--- src/rtl/local_ram_reader.sv ---
// ============================================================================
// local_ram_reader
// ----------------------------------------------------------------------------
// Read-side sequencer for the byte-written local line RAM. On a start pulse it
// reads a run of consecutive words (wrapping modulo the RAM depth) beginning at
// base_addr and streams them to a downstream consumer over valid/ready. The
// RAM has a one-cycle registered read; a 2-entry output buffer absorbs that
// latency plus downstream back-pressure so no word is dropped or duplicated.
//
// Ports:
//   clk        single clock
//   rst        synchronous, active-high reset (aborts any run, no done pulse)
//   start      one-cycle request, only looked at while idle
//   base_addr  first word address, captured on an accepted start
//   length     number of words (0 .. 2**AddrWidth), captured on accepted start
//   rdaddr     registered address to the RAM read port
//   rd_data    RAM read data, valid the cycle after a read is issued
//   out_data   head of the output buffer
//   out_valid  out_data holds a valid word
//   out_ready  consumer accepts; a transfer is out_valid & out_ready
//   busy       high from the accepted start until the run completes
//   done       one-cycle pulse when a run completes
// ============================================================================
module local_ram_reader #(
    parameter int ByteWidth = 12,
    parameter int AddrWidth = 6
) (
    input  logic                   clk,
    input  logic                   rst,
    input  logic                   start,
    input  logic [AddrWidth-1:0]   base_addr,
    input  logic [AddrWidth:0]     length,
    output logic [AddrWidth-1:0]   rdaddr,
    input  logic [ByteWidth*8-1:0] rd_data,
    output logic [ByteWidth*8-1:0] out_data,
    output logic                   out_valid,
    input  logic                   out_ready,
    output logic                   busy,
    output logic                   done
);

    localparam int DataWidth = ByteWidth * 8;
    localparam logic [AddrWidth-1:0] AddrOne = 1;
    localparam logic [AddrWidth:0]   CntOne  = 1;
    localparam logic [AddrWidth:0]   CntZero = '0;

    typedef enum logic [1:0] {
        IDLE,
        READ,
        DRAIN
    } state_t;

    state_t state;
    state_t next_state;

    // Run bookkeeping: captured length, words issued to the RAM and words
    // handed to the consumer. One bit wider than the address so that a full
    // 2**AddrWidth run can be counted.
    logic [AddrWidth:0] len_reg;
    logic [AddrWidth:0] issued_cnt;
    logic [AddrWidth:0] xfer_cnt;

    // A read was issued last cycle, so rd_data carries a wanted word now.
    logic inflight;

    // Two-entry output FIFO.
    logic [DataWidth-1:0] buf_mem [2];
    logic                 wr_ptr;
    logic                 rd_ptr;
    logic [1:0]           buf_count;

    logic       pop;
    logic       push;
    logic       issue;
    logic       accept;
    logic       accept_zero;
    logic       last_issue;
    logic       last_xfer;
    logic [2:0] occupancy;

    // ------------------------------------------------------------------------
    // FSM state register.
    // ------------------------------------------------------------------------
    always_ff @(posedge clk) begin
        if (rst) begin
            state <= IDLE;
        end else begin
            state <= next_state;
        end
    end

    // ------------------------------------------------------------------------
    // Next-state logic. Leaving DRAIN only needs the final transfer: every
    // word has already been issued and pushed by then, so that transfer
    // empties the buffer and nothing can still be in flight.
    // ------------------------------------------------------------------------
    always_comb begin
        next_state = state;
        case (state)
            IDLE: begin
                if (accept) begin
                    next_state = READ;
                end
            end
            READ: begin
                if (last_issue) begin
                    next_state = DRAIN;
                end
            end
            DRAIN: begin
                if (last_xfer) begin
                    next_state = IDLE;
                end
            end
            default: begin
                next_state = IDLE;
            end
        endcase
    end

    // ------------------------------------------------------------------------
    // Output / control decode. The issue rule counts what will occupy the
    // buffer after this cycle (buffered + in flight - leaving now); keeping
    // that below two means a newly issued word always has a free slot when
    // it lands, so the FIFO needs no overflow handling.
    // ------------------------------------------------------------------------
    always_comb begin
        pop         = out_valid & out_ready;
        push        = inflight;
        occupancy   = {1'b0, buf_count} + {2'b00, inflight} - {2'b00, pop};
        accept      = (state == IDLE) && start && (length != CntZero);
        accept_zero = (state == IDLE) && start && (length == CntZero);
        issue       = (state == READ) && (issued_cnt != len_reg)
                      && (occupancy < 3'd2);
        last_issue  = issue && ((issued_cnt + CntOne) == len_reg);
        last_xfer   = pop && ((xfer_cnt + CntOne) == len_reg);
        busy        = (state != IDLE);
    end

    // ------------------------------------------------------------------------
    // Address, counters, in-flight flag and done pulse. rdaddr only moves on
    // an issue, so it holds its value otherwise and wraps naturally at the
    // top of the RAM. A zero-length start only produces the done pulse.
    // ------------------------------------------------------------------------
    always_ff @(posedge clk) begin
        if (rst) begin
            rdaddr     <= '0;
            len_reg    <= '0;
            issued_cnt <= '0;
            xfer_cnt   <= '0;
            inflight   <= 1'b0;
            done       <= 1'b0;
        end else begin
            done     <= accept_zero || ((state == DRAIN) && last_xfer);
            inflight <= issue;
            if (accept) begin
                rdaddr     <= base_addr;
                len_reg    <= length;
                issued_cnt <= '0;
                xfer_cnt   <= '0;
            end else begin
                if (issue) begin
                    rdaddr     <= rdaddr + AddrOne;
                    issued_cnt <= issued_cnt + CntOne;
                end
                if (pop) begin
                    xfer_cnt <= xfer_cnt + CntOne;
                end
            end
        end
    end

    // ------------------------------------------------------------------------
    // Output FIFO. The word arriving on rd_data is pushed whenever the
    // previous cycle issued a read; data from non-issued cycles is ignored.
    // Simultaneous push and pop leaves the count unchanged.
    // ------------------------------------------------------------------------
    always_ff @(posedge clk) begin
        if (rst) begin
            for (int i = 0; i < 2; i++) begin
                buf_mem[i] <= '0;
            end
            wr_ptr    <= 1'b0;
            rd_ptr    <= 1'b0;
            buf_count <= 2'd0;
        end else begin
            if (push) begin
                buf_mem[wr_ptr] <= rd_data;
                wr_ptr          <= ~wr_ptr;
            end
            if (pop) begin
                rd_ptr <= ~rd_ptr;
            end
            case ({push, pop})
                2'b10:   buf_count <= buf_count + 2'd1;
                2'b01:   buf_count <= buf_count - 2'd1;
                default: buf_count <= buf_count;
            endcase
        end
    end

    always_comb begin
        out_data  = buf_mem[rd_ptr];
        out_valid = (buf_count != 2'd0);
    end

endmodule

--- config.mk ---
export PLATFORM = sky130hd
export DESIGN_NAME = local_ram_reader
export DESIGN_NICKNAME = d
export VERILOG_FILES = /design/src/rtl/local_ram_reader.sv
export SDC_FILE = /design/constraint.sdc
export NUM_CORES = 1
export LEC_CHECK = 0
export CAP_MARGIN = 20
export CORE_ASPECT_RATIO = 1.75
export CORE_MARGIN = 8
export CORE_UTILIZATION = 30
export DETAILED_ROUTE_END_ITERATION = 10
export GPL_ROUTABILITY_DRIVEN = 0
export SLEW_MARGIN = 10
export SYNTH_ARGS = -nofsm -noshare
export SYNTH_HDL_FRONTEND = slang
export SYNTH_SLANG_ARGS = --single-unit
--- constraint.sdc ---
create_clock -name clk -period 4.1 [get_ports clk]
set_clock_uncertainty 0.15 [all_clocks]
set_input_delay 0.82 -clock clk [delete_from_list [all_inputs] [get_ports clk]]
set_output_delay 0.82 -clock clk [all_outputs]
set_load 0.01 [all_outputs]
==> reports/metrics.yaml <==
port_buffers: 217
dr.pass1.iters: 4
end_kind: "primary output"
worstPathMaxFanout: 38
slew_viol_final: 0
post_drt_wl_per_cell_um: 18.4
grt_use_total_pct: 12.7
ff2ff_setup_slack_ns: 1.12
wirelength_um: 26200
cts.sinks: 228
antenna_found_initial: 7
synth-edff-count: 192
worst_slew_pin_slew_ns: 0.968
fin_util_pct: 40.8
outcome: "finished clean"
cts_hold_buffers: 0
synth_warnings: 0
cp.arrival_ns: 2.50
synth_ff_type: "edfxtp_1"
clk_latency_ns: 0.51
vias: 6341
rows: 89
maxCapViolCount: 0
route.detailed.drc: 0
nFillCells: 3161
io_pins: 218
cts-root-buf: "clkbuf_16"
fp.dieH_um: 259
slew_headroom_pct: 35.5
cts_resized: 0
drive_above_1_share_pct: 16.5
synth-seq-cells: 228
cts_inserted_buffers: 23
finalSetupViolCount: 0
syn_nets: 850
post-route-period-util_pct: 84.6
synth_seq_area_share_pct: 64.2
design.die.area_um2: 40100
rsz0062_at_grt: "no"
clock_path_buffers: 3
nets: 1069
tritoncts: "yes"
clk_pin_slew_ns: 0.06
critical_path_class: "flop to primary output"
worstHoldPathType: "flop to flop"
powerDensity_nw_per_um2: 403
vias_per_cell: 4.45
synth_area_per_cell_um2: 13.8
syn2layout_area_growth_pct: 35.1
fmax_mhz: 288
die_width_um: 155
regMostFlops: "buf_mem"
p_total_mw: 5.51
hpwlAfterDp_um: 18000
antenna_left: 0
gr-total-overflow: 0
ir_drop_mv: 0.286
drt_iter0_drc: 212
synthCells: 733
setup_ws_ns: 0.632
yosys.area.top_type: "edfxtp_1"
cts_post_setup_buffers_inserted: 0
synthTopCellsByArea: "edfxtp_1 57%, and2_1 12%, mux2_2 11%, dfxtp_1 7.1%, xnor2_1 1.7%"
synth_commonest_cells: "192 x and2_1, 192 x edfxtp_1, 97 x mux2_2"
async_flop_share_pct: 0
start_kind: "flop"
cts_max_level: 1
start_util_pct: 30.2
pre_cts_slack_ns: 0.241
synthesis.area_um2: 10100
required_ns: 3.13
synth_cell_type_count: 48
core_area_um2: 33500
largest_reg_flops: 192
p_leak_nw: 4.96
grt_pass1_vias: 6668
finalSetupTns_ns: 0
finalHoldViolations: 0
grt_pass1_wl_um: 38900
grt_max_degree: 97
synth_top_area_share_pct: 57.0
min_period_ns: 3.47
==> kinds of logic (layout without fill, tap and decap cells) <==
| kind of cell | count (synthesis) | in the layout | synth area share, % |
|---|---|---|---|
| and+or+nand+nor | 279 | 279 | 16.1 |
| DFF | 228 | 228 | 64.2 |
| muxes | 105 | 105 | 11.6 |
| buffers and inverters | 46 | 281 | 1.83 |
| xor gates and xnor gates | 36 | 36 | 3.25 |
| AOI/OAI and AO/OA | 35 | 35 | 2.52 |
| adders and majority gates | 4 | 4 | 0.569 |
| other | 0 | 3 | 0 |
==> layout make-up <==
class,instances,area (um^2),share of cell area (%)
sequential,228,6490,47.5
multi-input combinational,459,3460,25.3
timing repair buffer,235,2360,17.3
clock buffer,26,587,4.29
tap,455,569,4.17
clock inverter,15,175,1.28
inverter,5,18.8,0.137
antenna,3,7.51,0.0549
==> per-stage QoR <==
step	std cells	hold WS, ns	area (um^2)
3_3_place_gp	1382	0.333	12900
3_5_place_dp	1382	0.339	12900
6_report	1426	0.357	13700
5_1_grt	1425	0.399	13700
4_1_cts	1423	0.364	13700
2_1_floorplan	733	0.318	10100
==> placed cells by master (no fill, tap or decap), drive strengths merged, types with 6 or more instances in the layout <==
master | netlist | layout
a21oi | 6 | 6
and2 | 192 | 192
buf | 6 | 18
clkbuf | 35 | 26
clkdlybuf4s50 | 0 | 217
clkinv | 0 | 9
dfxtp | 36 | 36
edfxtp | 192 | 192
mux2 | 97 | 97
mux2i | 8 | 8
nand2 | 10 | 10
nand3 | 12 | 12
nor2 | 36 | 36
nor3 | 7 | 7
xnor2 | 20 | 20
xor2 | 15 | 15
==> metal layers <==
| metal | vias up | global-route usage, % | part of all wire [%] |
|---|---|---|---|
| li1 | 3036 | - | - |
| met1 | 3114 | 11.9 | 34 |
| met2 | 140 | 25.7 | 58 |
| met3 | 43 | 2.97 | 5.1 |
| met4 | 8 | 5.19 | 3.2 |
| met5 | - | 0 | 0.23 |
==> report_power, final <==
group          switching [mW]  internal, mW  leakage [nW]
Clock                   0.871          1.28         0.370
Combinational           0.294         0.376          2.31
Sequential             0.0495          2.64          2.29
Total                    1.21          4.29          4.96
==> worst max-delay path, cell delays in order, from the launching register on <==
cell and delay, ns:
dfxtp_4 0.71, buf_4 0.35, mux2_2 0.37, clkdlybuf4s50_1 0.52
==> final timing paths <==
kind | from | end | cells after the start
setup / recovery | flop | out_data[28] | 3
hold / removal | rd_ptr | flop | 2
setup reg to reg | buf_count[1] | rdaddr[5] | 10
hold reg to reg | rd_ptr | flop | 2
(Power assumes the default switching activity.)
